`src/rtl/row_min_shift_pkg.sv`:
```
// Shared definitions for the row_min_shift block: FSM encoding and index sizing.
package row_min_shift_pkg;

   localparam logic [1:0] FILL  = 2'd0;
   localparam logic [1:0] CALC  = 2'd1;
   localparam logic [1:0] DRAIN = 2'd2;

   typedef enum logic [1:0] {
      ST_FILL  = FILL,
      ST_CALC  = CALC,
      ST_DRAIN = DRAIN
   } state_t;

   // Beat index width; a row always has at least two elements.
   function automatic int idx_width(input int len);
      return (len < 2) ? 1 : $clog2(len);
   endfunction

endpackage

```
`src/rtl/row_min_shift_if.sv`:
```
// Stream bundle for row_min_shift: input stream, normalised output stream and row minimum.
interface row_min_shift_if #(
   parameter int DATA_WIDTH = 16
) ();

   logic                  in_valid;
   logic                  in_ready;
   logic [DATA_WIDTH-1:0] in_data;
   logic                  out_valid;
   logic                  out_ready;
   logic [DATA_WIDTH-1:0] out_data;
   logic                  out_last;
   logic [DATA_WIDTH-1:0] row_min;

   modport master (
      output in_valid, in_data, out_ready,
      input  in_ready, out_valid, out_data, out_last, row_min
   );

   modport slave (
      input  in_valid, in_data, out_ready,
      output in_ready, out_valid, out_data, out_last, row_min
   );

endinterface

```
`src/rtl/row_min_shift_min.sv`:
```
// Packed-vector minimum: unsigned compare across DATA_LENGTH elements, element 0 in the LSBs.
module row_min_shift_min #(
   parameter int DATA_WIDTH  = 16,
   parameter int DATA_LENGTH = 8
) (
   input  logic [DATA_WIDTH*DATA_LENGTH-1:0] data,
   output logic [DATA_WIDTH-1:0]             min_out
);

   always_comb begin
      min_out = data[DATA_WIDTH-1:0];
      for (int i = 1; i < DATA_LENGTH; i++) begin
         if (data[i*DATA_WIDTH +: DATA_WIDTH] < min_out)
            min_out = data[i*DATA_WIDTH +: DATA_WIDTH];
      end
   end

endmodule

```
`src/rtl/row_min_shift.sv`:
```
// Row min-normalisation: buffer a row, take its minimum, replay each element minus that minimum.
// Optional macro ROW_MIN_SHIFT_ROWCNT_EN adds a 16-bit completed-row counter output.
module row_min_shift
   import row_min_shift_pkg::*;
#(
   parameter int DATA_WIDTH  = 16,
   parameter int DATA_LENGTH = 8
) (
   input  logic              clk,
   input  logic              rst_n,
   row_min_shift_if.slave    bus
`ifdef ROW_MIN_SHIFT_ROWCNT_EN
   ,
   output logic [15:0]       row_count
`endif
);

   localparam int                IDX_W = idx_width(DATA_LENGTH);
   localparam logic [IDX_W-1:0]  LAST  = IDX_W'(DATA_LENGTH - 1);

   state_t                                 state, state_nxt;
   logic [IDX_W-1:0]                       idx, idx_nxt;
   logic [DATA_LENGTH-1:0][DATA_WIDTH-1:0] row_buf;
   logic [DATA_WIDTH-1:0]                  min_val;
   logic [DATA_WIDTH-1:0]                  row_min_q;
   logic                                   alive;
   logic                                   wr_en;
   logic                                   load_min;

   row_min_shift_min #(
      .DATA_WIDTH  (DATA_WIDTH),
      .DATA_LENGTH (DATA_LENGTH)
   ) u_min (
      .data    (row_buf),
      .min_out (min_val)
   );

   // alive keeps in_ready low until the first edge after reset release.
   always_ff @(posedge clk or negedge rst_n) begin
      if (!rst_n) begin
         state     <= ST_FILL;
         idx       <= '0;
         row_min_q <= '0;
         alive     <= 1'b0;
      end else begin
         state <= state_nxt;
         idx   <= idx_nxt;
         alive <= 1'b1;
         if (load_min)
            row_min_q <= min_val;
      end
   end

   always_ff @(posedge clk) begin
      if (wr_en)
         row_buf[idx] <= bus.in_data;
   end

   always_comb begin
      state_nxt     = state;
      idx_nxt       = idx;
      wr_en         = 1'b0;
      load_min      = 1'b0;
      bus.in_ready  = 1'b0;
      bus.out_valid = 1'b0;
      bus.out_last  = 1'b0;
      bus.out_data  = '0;
      case (state)
         ST_FILL: begin
            bus.in_ready = alive;
            if (bus.in_valid && alive) begin
               wr_en = 1'b1;
               if (idx == LAST) begin
                  idx_nxt   = '0;
                  state_nxt = ST_CALC;
               end else begin
                  idx_nxt = idx + 1'b1;
               end
            end
         end
         ST_CALC: begin
            load_min  = 1'b1;
            state_nxt = ST_DRAIN;
         end
         ST_DRAIN: begin
            bus.out_valid = 1'b1;
            // row_min never exceeds any buffered element, so this cannot wrap.
            bus.out_data  = row_buf[idx] - row_min_q;
            bus.out_last  = (idx == LAST);
            if (bus.out_ready) begin
               if (idx == LAST) begin
                  idx_nxt   = '0;
                  state_nxt = ST_FILL;
               end else begin
                  idx_nxt = idx + 1'b1;
               end
            end
         end
         default: begin
            idx_nxt   = '0;
            state_nxt = ST_FILL;
         end
      endcase
   end

   assign bus.row_min = row_min_q;

`ifdef ROW_MIN_SHIFT_ROWCNT_EN
   always_ff @(posedge clk or negedge rst_n) begin
      if (!rst_n)
         row_count <= '0;
      else if (bus.out_valid && bus.out_ready && bus.out_last)
         row_count <= row_count + 16'd1;
   end
`endif

endmodule
```
`src/flat_wrapper.sv`:
```
// flat-port wrapper written by rule: the top's interface ports become plain ports
module row_min_shift_flat import row_min_shift_pkg::*;
#(
   parameter int DATA_WIDTH  = 16,
   parameter int DATA_LENGTH = 8
)
  (clk, rst_n, bus_in_valid, bus_in_data, bus_out_ready, bus_in_ready, bus_out_valid, bus_out_data, bus_out_last, bus_row_min);
  row_min_shift_if #(.DATA_WIDTH(DATA_WIDTH)) bus_i ();
  input  logic clk;
  input  logic rst_n;
  input wire logic [$bits(bus_i.in_valid)-1:0] bus_in_valid;
  input wire logic [$bits(bus_i.in_data)-1:0] bus_in_data;
  input wire logic [$bits(bus_i.out_ready)-1:0] bus_out_ready;
  output wire logic [$bits(bus_i.in_ready)-1:0] bus_in_ready;
  output wire logic [$bits(bus_i.out_valid)-1:0] bus_out_valid;
  output wire logic [$bits(bus_i.out_data)-1:0] bus_out_data;
  output wire logic [$bits(bus_i.out_last)-1:0] bus_out_last;
  output wire logic [$bits(bus_i.row_min)-1:0] bus_row_min;
  assign bus_i.in_valid = bus_in_valid;
  assign bus_i.in_data = bus_in_data;
  assign bus_i.out_ready = bus_out_ready;
  assign bus_in_ready = bus_i.in_ready;
  assign bus_out_valid = bus_i.out_valid;
  assign bus_out_data = bus_i.out_data;
  assign bus_out_last = bus_i.out_last;
  assign bus_row_min = bus_i.row_min;
  row_min_shift #(.DATA_WIDTH(DATA_WIDTH), .DATA_LENGTH(DATA_LENGTH)) u_core (.clk(clk), .rst_n(rst_n), .bus(bus_i));
endmodule
```
`config.mk`:
```
export PLATFORM = sky130hd
export DESIGN_NAME = row_min_shift_flat
export DESIGN_NICKNAME = d
export VERILOG_FILES = /design/src/rtl/row_min_shift_pkg.sv /design/src/rtl/row_min_shift_if.sv /design/src/rtl/row_min_shift_min.sv /design/src/rtl/row_min_shift.sv /design/src/flat_wrapper.sv
export SDC_FILE = /design/constraint.sdc
export NUM_CORES = 1
export LEC_CHECK = 0
export ABC_AREA = 1
export CAP_MARGIN = 20
export CORE_MARGIN = 2
export CORE_UTILIZATION = 41
export CTS_CLUSTER_SIZE = 12
export DETAILED_ROUTE_END_ITERATION = 10
export PLACE_DENSITY = 0.62
export SLEW_MARGIN = 20
export SYNTH_ARGS = -nofsm -noshare
export SYNTH_HDL_FRONTEND = slang
export SYNTH_SLANG_ARGS = --single-unit
```
`constraint.sdc`:
```
create_clock -name clk -period 9.2 [get_ports clk]
set_clock_uncertainty 0.05 [all_clocks]
set_input_delay 0.92 -clock clk [delete_from_list [all_inputs] [get_ports clk]]
set_output_delay 0.92 -clock clk [all_outputs]
set_load 0.02 [all_outputs]
```
# After elaboration in Yosys (flattened, before gate mapping)
# Cells that the tools add are included.
totals:
  regBits: 150
  inputBits: 20
  output_inout_bits: 35
  wordCells: 64
op_classes:
  add_sub_neg: 2
  n_lt_le_gt_ge: 9
  n_eq_ne: 7
  muxes: 28
  bitwise_logic: 1
  n_reduce_logical: 5
op_table:
  columns: ["cell", "count"]
  rows:
  - ["$mux W16", 10]
  - ["$bwmux W128", 1]
  - ["$lt A16 B16 Y1", 7]
  - ["$bmux W16 S3", 1]
  - ["$demux W16 S3", 1]
  - ["$sub A16 B16 Y16", 1]
  - ["$mux W3", 3]
  - ["$pmux W3 S3", 1]
  - ["$mux W2", 4]
  - ["$mux W1", 6]
  - ["$ne A2 B1 Y1 const B", 3]
  - ["$pmux W2 S3", 1]
  - ["$lt A3 B4 Y1 const B", 1]
  - ["$reduce_and A4 Y1", 1]
  - ["$add A3 B1 Y3 const B", 1]
  - ["$eq A3 B3 Y1 const B", 1]
  - ["$ge A3 B1 Y1 const B", 1]
  - ["$reduce_and A3 Y1", 1]
  - ["$eq A2 B1 Y1 const B", 1]
  - ["$eq A2 B2 Y1 const B", 1]
  - ["$logic_and A1 B1 Y1", 2]
  - ["$logic_not A2 Y1", 1]
  - ["$ne A2 B2 Y1 const B", 1]
  - ["$not A1 Y1", 1]

# Logic depth before layout (Yosys ltp)
logic_depth:
  word_depth: 14
  mapped_depth: 93
  ltp_nobuf: 81

# By module
# Synthesis repeated with hierarchy kept, for this count alone.
hier_totals:
  cells_unflattened: 1249
  hier_area_um2: 10535.1
by_module_without_submodules:
  columns: ["mod", "n_inst", "cells_per_inst", "area_per_inst_um2", "seq_area_each_um2"]
  rows:
  - ["row_min_shift", 1, 573, 6657.6, 4394.2]
  - ["row_min_shift_min", 1, 676, 3877.5, 0.0]

# Worst setup path after synthesis
# No wires, ideal clock.
synth_timing:
  path_type: "reg2reg"
  startpoint: "register u_core.row_buf[25] in the netlist's numbering"
  endpoint: "register u_core.row_min_q[10], in the netlist u_core.bus.row_min[10]"
  setup_time_ns: 0.117
  t_arrival_ns: 9.994
  t_required_ns: 9.033
  setup_slack_ns: -0.962
  path_stages_with_launch: 69
  path_buffers: 13
  synth_period_minus_slack_ns: 10.162
  path_cell_list: "edfxtp_1 -> ha_1 -> nand2_1 -> inv_1 -> o21ai_1 -> a21oi_1 -> nor2_2 -> nand2_2 -> buf_6 -> clkbuf_1 -> nand2_1 -> o21ai_0 -> ha_1 -> a21oi_1 -> nor2_1 -> a211oi_1 -> o221a_2 -> nand2_2 -> [33 not listed] -> ha_1 -> nand2_1 -> o21a_1 -> o221a_2 -> nand2_2 -> clkbuf_1 -> nand2_1 -> o21ai_0 -> ha_1 -> a21oi_1 -> nor2_1 -> a211oi_1 -> o221a_2 -> buf_1 -> buf_2 -> nand3_1 -> nand3_1 -> nand2_1"
synth_via:
  elab_chain_cells: 14
synth_lines:
  columns: ["element", "line", "source"]
  rows:
  - ["start: declaration", "row_min_shift.sv:23", "logic [DATA_LENGTH-1:0][DATA_WIDTH-1:0] row_buf;"]
  - ["start signal: indexed assignment", "row_min_shift.sv:56", "row_buf[idx] <= bus.in_data;"]
  - ["$lt A16 B16 Y1", "row_min_shift_min.sv:13", "if (data[i*DATA_WIDTH +: DATA_WIDTH] < min_out)"]
  - ["$mux W16 (*)", "row_min_shift_min.sv:13", null]
  - ["$lt A16 B16 Y1", "row_min_shift_min.sv:13", null]
  - ["$mux W16 (*)", "row_min_shift_min.sv:13", null]
  - ["$lt A16 B16 Y1", "row_min_shift_min.sv:13", null]
  - ["$mux W16 (*)", "row_min_shift_min.sv:13", null]
  - ["$lt A16 B16 Y1", "row_min_shift_min.sv:13", null]
  - ["$mux W16 (*)", "row_min_shift_min.sv:13", null]
  - ["$lt A16 B16 Y1", "row_min_shift_min.sv:13", null]
  - ["$mux W16 (*)", "row_min_shift_min.sv:13", null]
  - ["$lt A16 B16 Y1", "row_min_shift_min.sv:13", null]
  - ["$mux W16 (*)", "row_min_shift_min.sv:13", null]
  - ["$lt A16 B16 Y1", "row_min_shift_min.sv:13", null]
  - ["$mux W16 (*)", "row_min_shift_min.sv:13", null]
  - ["end signal: assignment", "row_min_shift.sv:50", "row_min_q <= min_val;"]
  - ["end: declaration", "row_min_shift.sv:25", "logic [DATA_WIDTH-1:0] row_min_q;"]
# Mark *: on every way between the ends. The rest lies on a longest branch, timed or not.
# A chain may end at the register's enable or synchronous reset.

# Worst setup path in the final report
layout_timing:
  startpoint: "register u_core.row_buf[31] in the netlist's numbering"
  endpoint: "register u_core.row_min_q[6], in the netlist u_core.bus.row_min[6]"
# The elaborated chain is that of the path after synthesis.

==> summary.md <==
| Metric | Value |
|---|---|
| Diodes inserted | 0 |
| CTS tree | yes |
| Avg Cell Area, Syn | about 8.9 um^2 |
| Initial drt markers | about 730 |
| Pint | 2.51 mW |
| Hold Fails Final Rpt | 0 |
| First-pass GRT wire length | 46300 um |
| Worst-Margin Slew | about 0.95 ns |
| Max Fanout on Critical Path | 12 |
| Critical path class | reg -> reg |
| Drt drc | 0 |
| Max incr delay on CP | between 0.4 and 0.5 ns |
| Total power | around 4.4 mW |
| Post-synth EDFFs | about 130 |
| Cell Rows | between 50 and 60 |
| Arrival time at the worst endpoint | 9.81 ns |
| Min Clock Period, post-route | roughly 9.5 ns |
| Die Ht | 159 um |
| Critical-path top delay cell | edfxtp_1 |
| Cts bufs inserted | 17 |
| Synth Register Bits | 150 |
| Sw power | between 1.5 and 2 mW |
| Most frequent cells in the layout | nand2_1 (251), buf_4 (192), edfxtp_1 (128), inv_1 (109), ha_1 (77) |
| Dominant cell type by area after synthesis | edfxtp_1 |
| Fin worst setup slack | -0.335 ns |
| Ys Warns | 0 |
| Sequential Power Share | 0.194 |
| Failing checks | negative setup slack |
| Mapped Nets | 1253 |
| Combinational Power Share | 0.647 |
| GR Overflow Total | 0 |
| Finished Layout Cells | 1718 |
| Maximum VDD drop | between 0.00015 and 0.0002 V |
| Async SR Flop Fraction | 0.147 |
| Worst Hold Class | reg -> reg |
| Area growth, synth to finish | 45.4% |
| MaxCap Viol Count | 0 |
| FILL cells | 1910 |
| Commonest non-fill, non-tap cell in the layout | nand2_1 |
| Detailed Route WL | around 30000 um |
| Post-synth top area share | 0.388 |
| RSZ-0062 raised after global routing | true |
| Clock Sinks | 150 |
| Final core utilization | 0.610 |
| Routability Congestion | approximately 0.85 |
| PwrDens | about 310 nW/um^2 |
| Sequential area share after synthesis | 0.444 |
| Largest net degree at the start of global routing | 23 |
| Max Clock Freq | around 0.10 GHz |
| Vias per std cell | 5.36 |
| Final net count | approximately 1500 |
| Post-route ant nets | 0 |
| Die width | 159 um |
| PortBufs | 54 |
| Starting density of the core | 0.419 |
| Placed cells | 1639 |
| Mapped Cells | about 1100 |
| Element type at the critical path end | register |
| Fraction of layout cells with a size suffix above 1 | 0.336 |
| H-Tree Depth | 4 |
| Post-Syn Area | 9900 um^2 |
| Clk network pwr share | 0.159 |
| Bufs on Longest Clock Path | 2 |
| Sw Share | 0.432 |
| Largest cells by area after synthesis | edfxtp_1 (39%), ha_1 (14%), nand2_1 (11%) |
| CP required | ~9.5 ns |
| Status | complete, but fails checks |
| Drt pass-1 iters | 6 |
| Most common cell on crit path | nand2_4 |
| Core Area | around 24000 um^2 |
| Clock root cell | clkbuf_16 |
| Total Die Area | 25400 um^2 |
| Slew Limit Fails | 0 |
| Clk Latency, worst-skew pair | roughly 0.44 ns |
| CP Launch Type | register |
| Vias | roughly 9200 |
| Post-DP HPWL | ~21000 um |
| Vias in the first global route | between 8000 and 9000 |
| Total track usage | 0.231 |
| I/O Pins | 55 |
| Distinct cell type count after synthesis | 40 |
| # setup viols final | 16 |
| Pleak | between 6 and 7 nW |
| Primary FF master, synth | edfxtp_1 |
| Reg clk slew, reported paths | about 0.070 ns |
| Avg WL per Cell | between 15 and 20 um |
| Fin crit share | 1.04 |
| Initial antenna violation count | 0 |
| Normalized max-slew margin | 0.365 |
[power groups by stage]
stage / sequential (mW) / combinational (mW) / clock, mW
after global routing: 0.865 / 3.13 / 0.736
after floorplan: 0.869 / 1.39 / 0
after detailed placement: 0.864 / 2.27 / 0
after CTS: 0.852 / 2.60 / 0.704
final: 0.857 / 2.86 / 0.700
after global placement: 0.862 / 2.22 / 0
[sequential cells by signal, summed over array words and instances (netlist names)]
name and cells:
u_core.bus.row_min 16, u_core.idx 3, u_core.state 2, u_core.row_buf 128, u_core.alive 1
[worst paths after layout]
| path | start | endpoint | slack, ns | cells after the start |
|---|---|---|---|---|
| max in group asynchronous | rst_n | u_core.bus.row_min[8] | 7.55 | 1 |
| max | u_core.row_buf[31] | u_core.bus.row_min[6] | -0.34 | 58 |
| min | u_core.bus.row_min[11] | u_core.bus.row_min[11] | 0.47 | 2 |
| min in group asynchronous | rst_n | u_core.bus.row_min[10] | 0.96 | 1 |
| max reg2reg | u_core.row_buf[31] | u_core.bus.row_min[6] | -0.34 | 58 |
| min reg2reg | u_core.bus.row_min[11] | u_core.bus.row_min[11] | 0.47 | 2 |
[kinds of logic (layout without fill, tap and decap cells)]
logic type / after synthesis / in the layout / share of synthesized area
other: 1 / 1 / 0.000379
flip-flops: 150 / 150 / 0.444
adder cells (fa/ha/maj): 114 / 114 / 0.145
AO/OA/AOI/OAI: 236 / 236 / 0.149
buffers and inverters: 151 / 424 / 0.0614
AND/OR/NAND/NOR: 465 / 472 / 0.199
XOR/XNOR: 2 / 2 / 0.00177
[timing repair]
| action | 4_1_cts | 5_1_grt |
|---|---|---|
| hold buffers | 0 | 0 |
| pin swaps | 45 | 64 |
| endpoints found under the hold margin | 0 | 0 |
| gates cloned | 12 | 1 |
| endpoints found under the setup margin | 16 | 16 |
| gates resized for setup | 180 | 123 |
| setup buffers | 17 | 18 |
[worst max-delay path: cells and delay by family, from the launching register on]
kind,cells,cell delay [ns]
and+or+nand+nor,27,3.01
AOI/OAI and AO/OA,16,2.76
adders and majority gates,7,1.90
buffers and inverters,8,1.24
DFF,1,0.43
[cells in the mapped netlist (all sizes together), types with 2 or more instances]
master and instances:
a22o 4, buf 10, clkbuf 23, a22oi 15
inv 115, a221oi 17, dfrtp 22, ha 113
a21oi 46, o21ai 100, nand3 69, o22ai 6
nor2 64, a211oi 11, o2111ai 13, o221a 6
o21bai 6, o2bb2ai 8, nor3 20, nand3b 2
clkinv 3, edfxtp 128, nand2 299, o21a 3
nand4 9
[final cells by class]
cell class | instances | area [um^2] | area share
inverter | 118 | 443 | 0.0308
clock buffer | 18 | 429 | 0.0298
sequential | 150 | 4390 | 0.305
clock inverter | 14 | 150 | 0.0104
timing repair buffer | 274 | 2440 | 0.170
tap | 319 | 399 | 0.0277
multi-input combinational | 825 | 6140 | 0.426
[layer usage]
metal  up-vias  wire (um)  global-route usage
met3        60       1800              0.0281
li1       4516          -                   -
met1      4323      13300               0.310
met4         0        861              0.0855
met2       311      14400               0.384
met5         -          0                   0
[metrics by stage]
stage | setup WS [ns] | area (um^2) | TNS, ns | hold WS, ns
final | -0.335 | 14400 | -5.09 | 0.470
after global routing | -0.815 | 14400 | -12.68 | 0.499
after CTS | -0.0266 | 13600 | -0.166 | 0.475
after detailed placement | -0.775 | 12100 | -12.02 | 0.459
after global placement | -0.543 | 12100 | -8.47 | 0.455
after floorplan | -0.273 | 10100 | -3.66 | 0.518
Note: power is estimated with default switching activity, not from simulation.
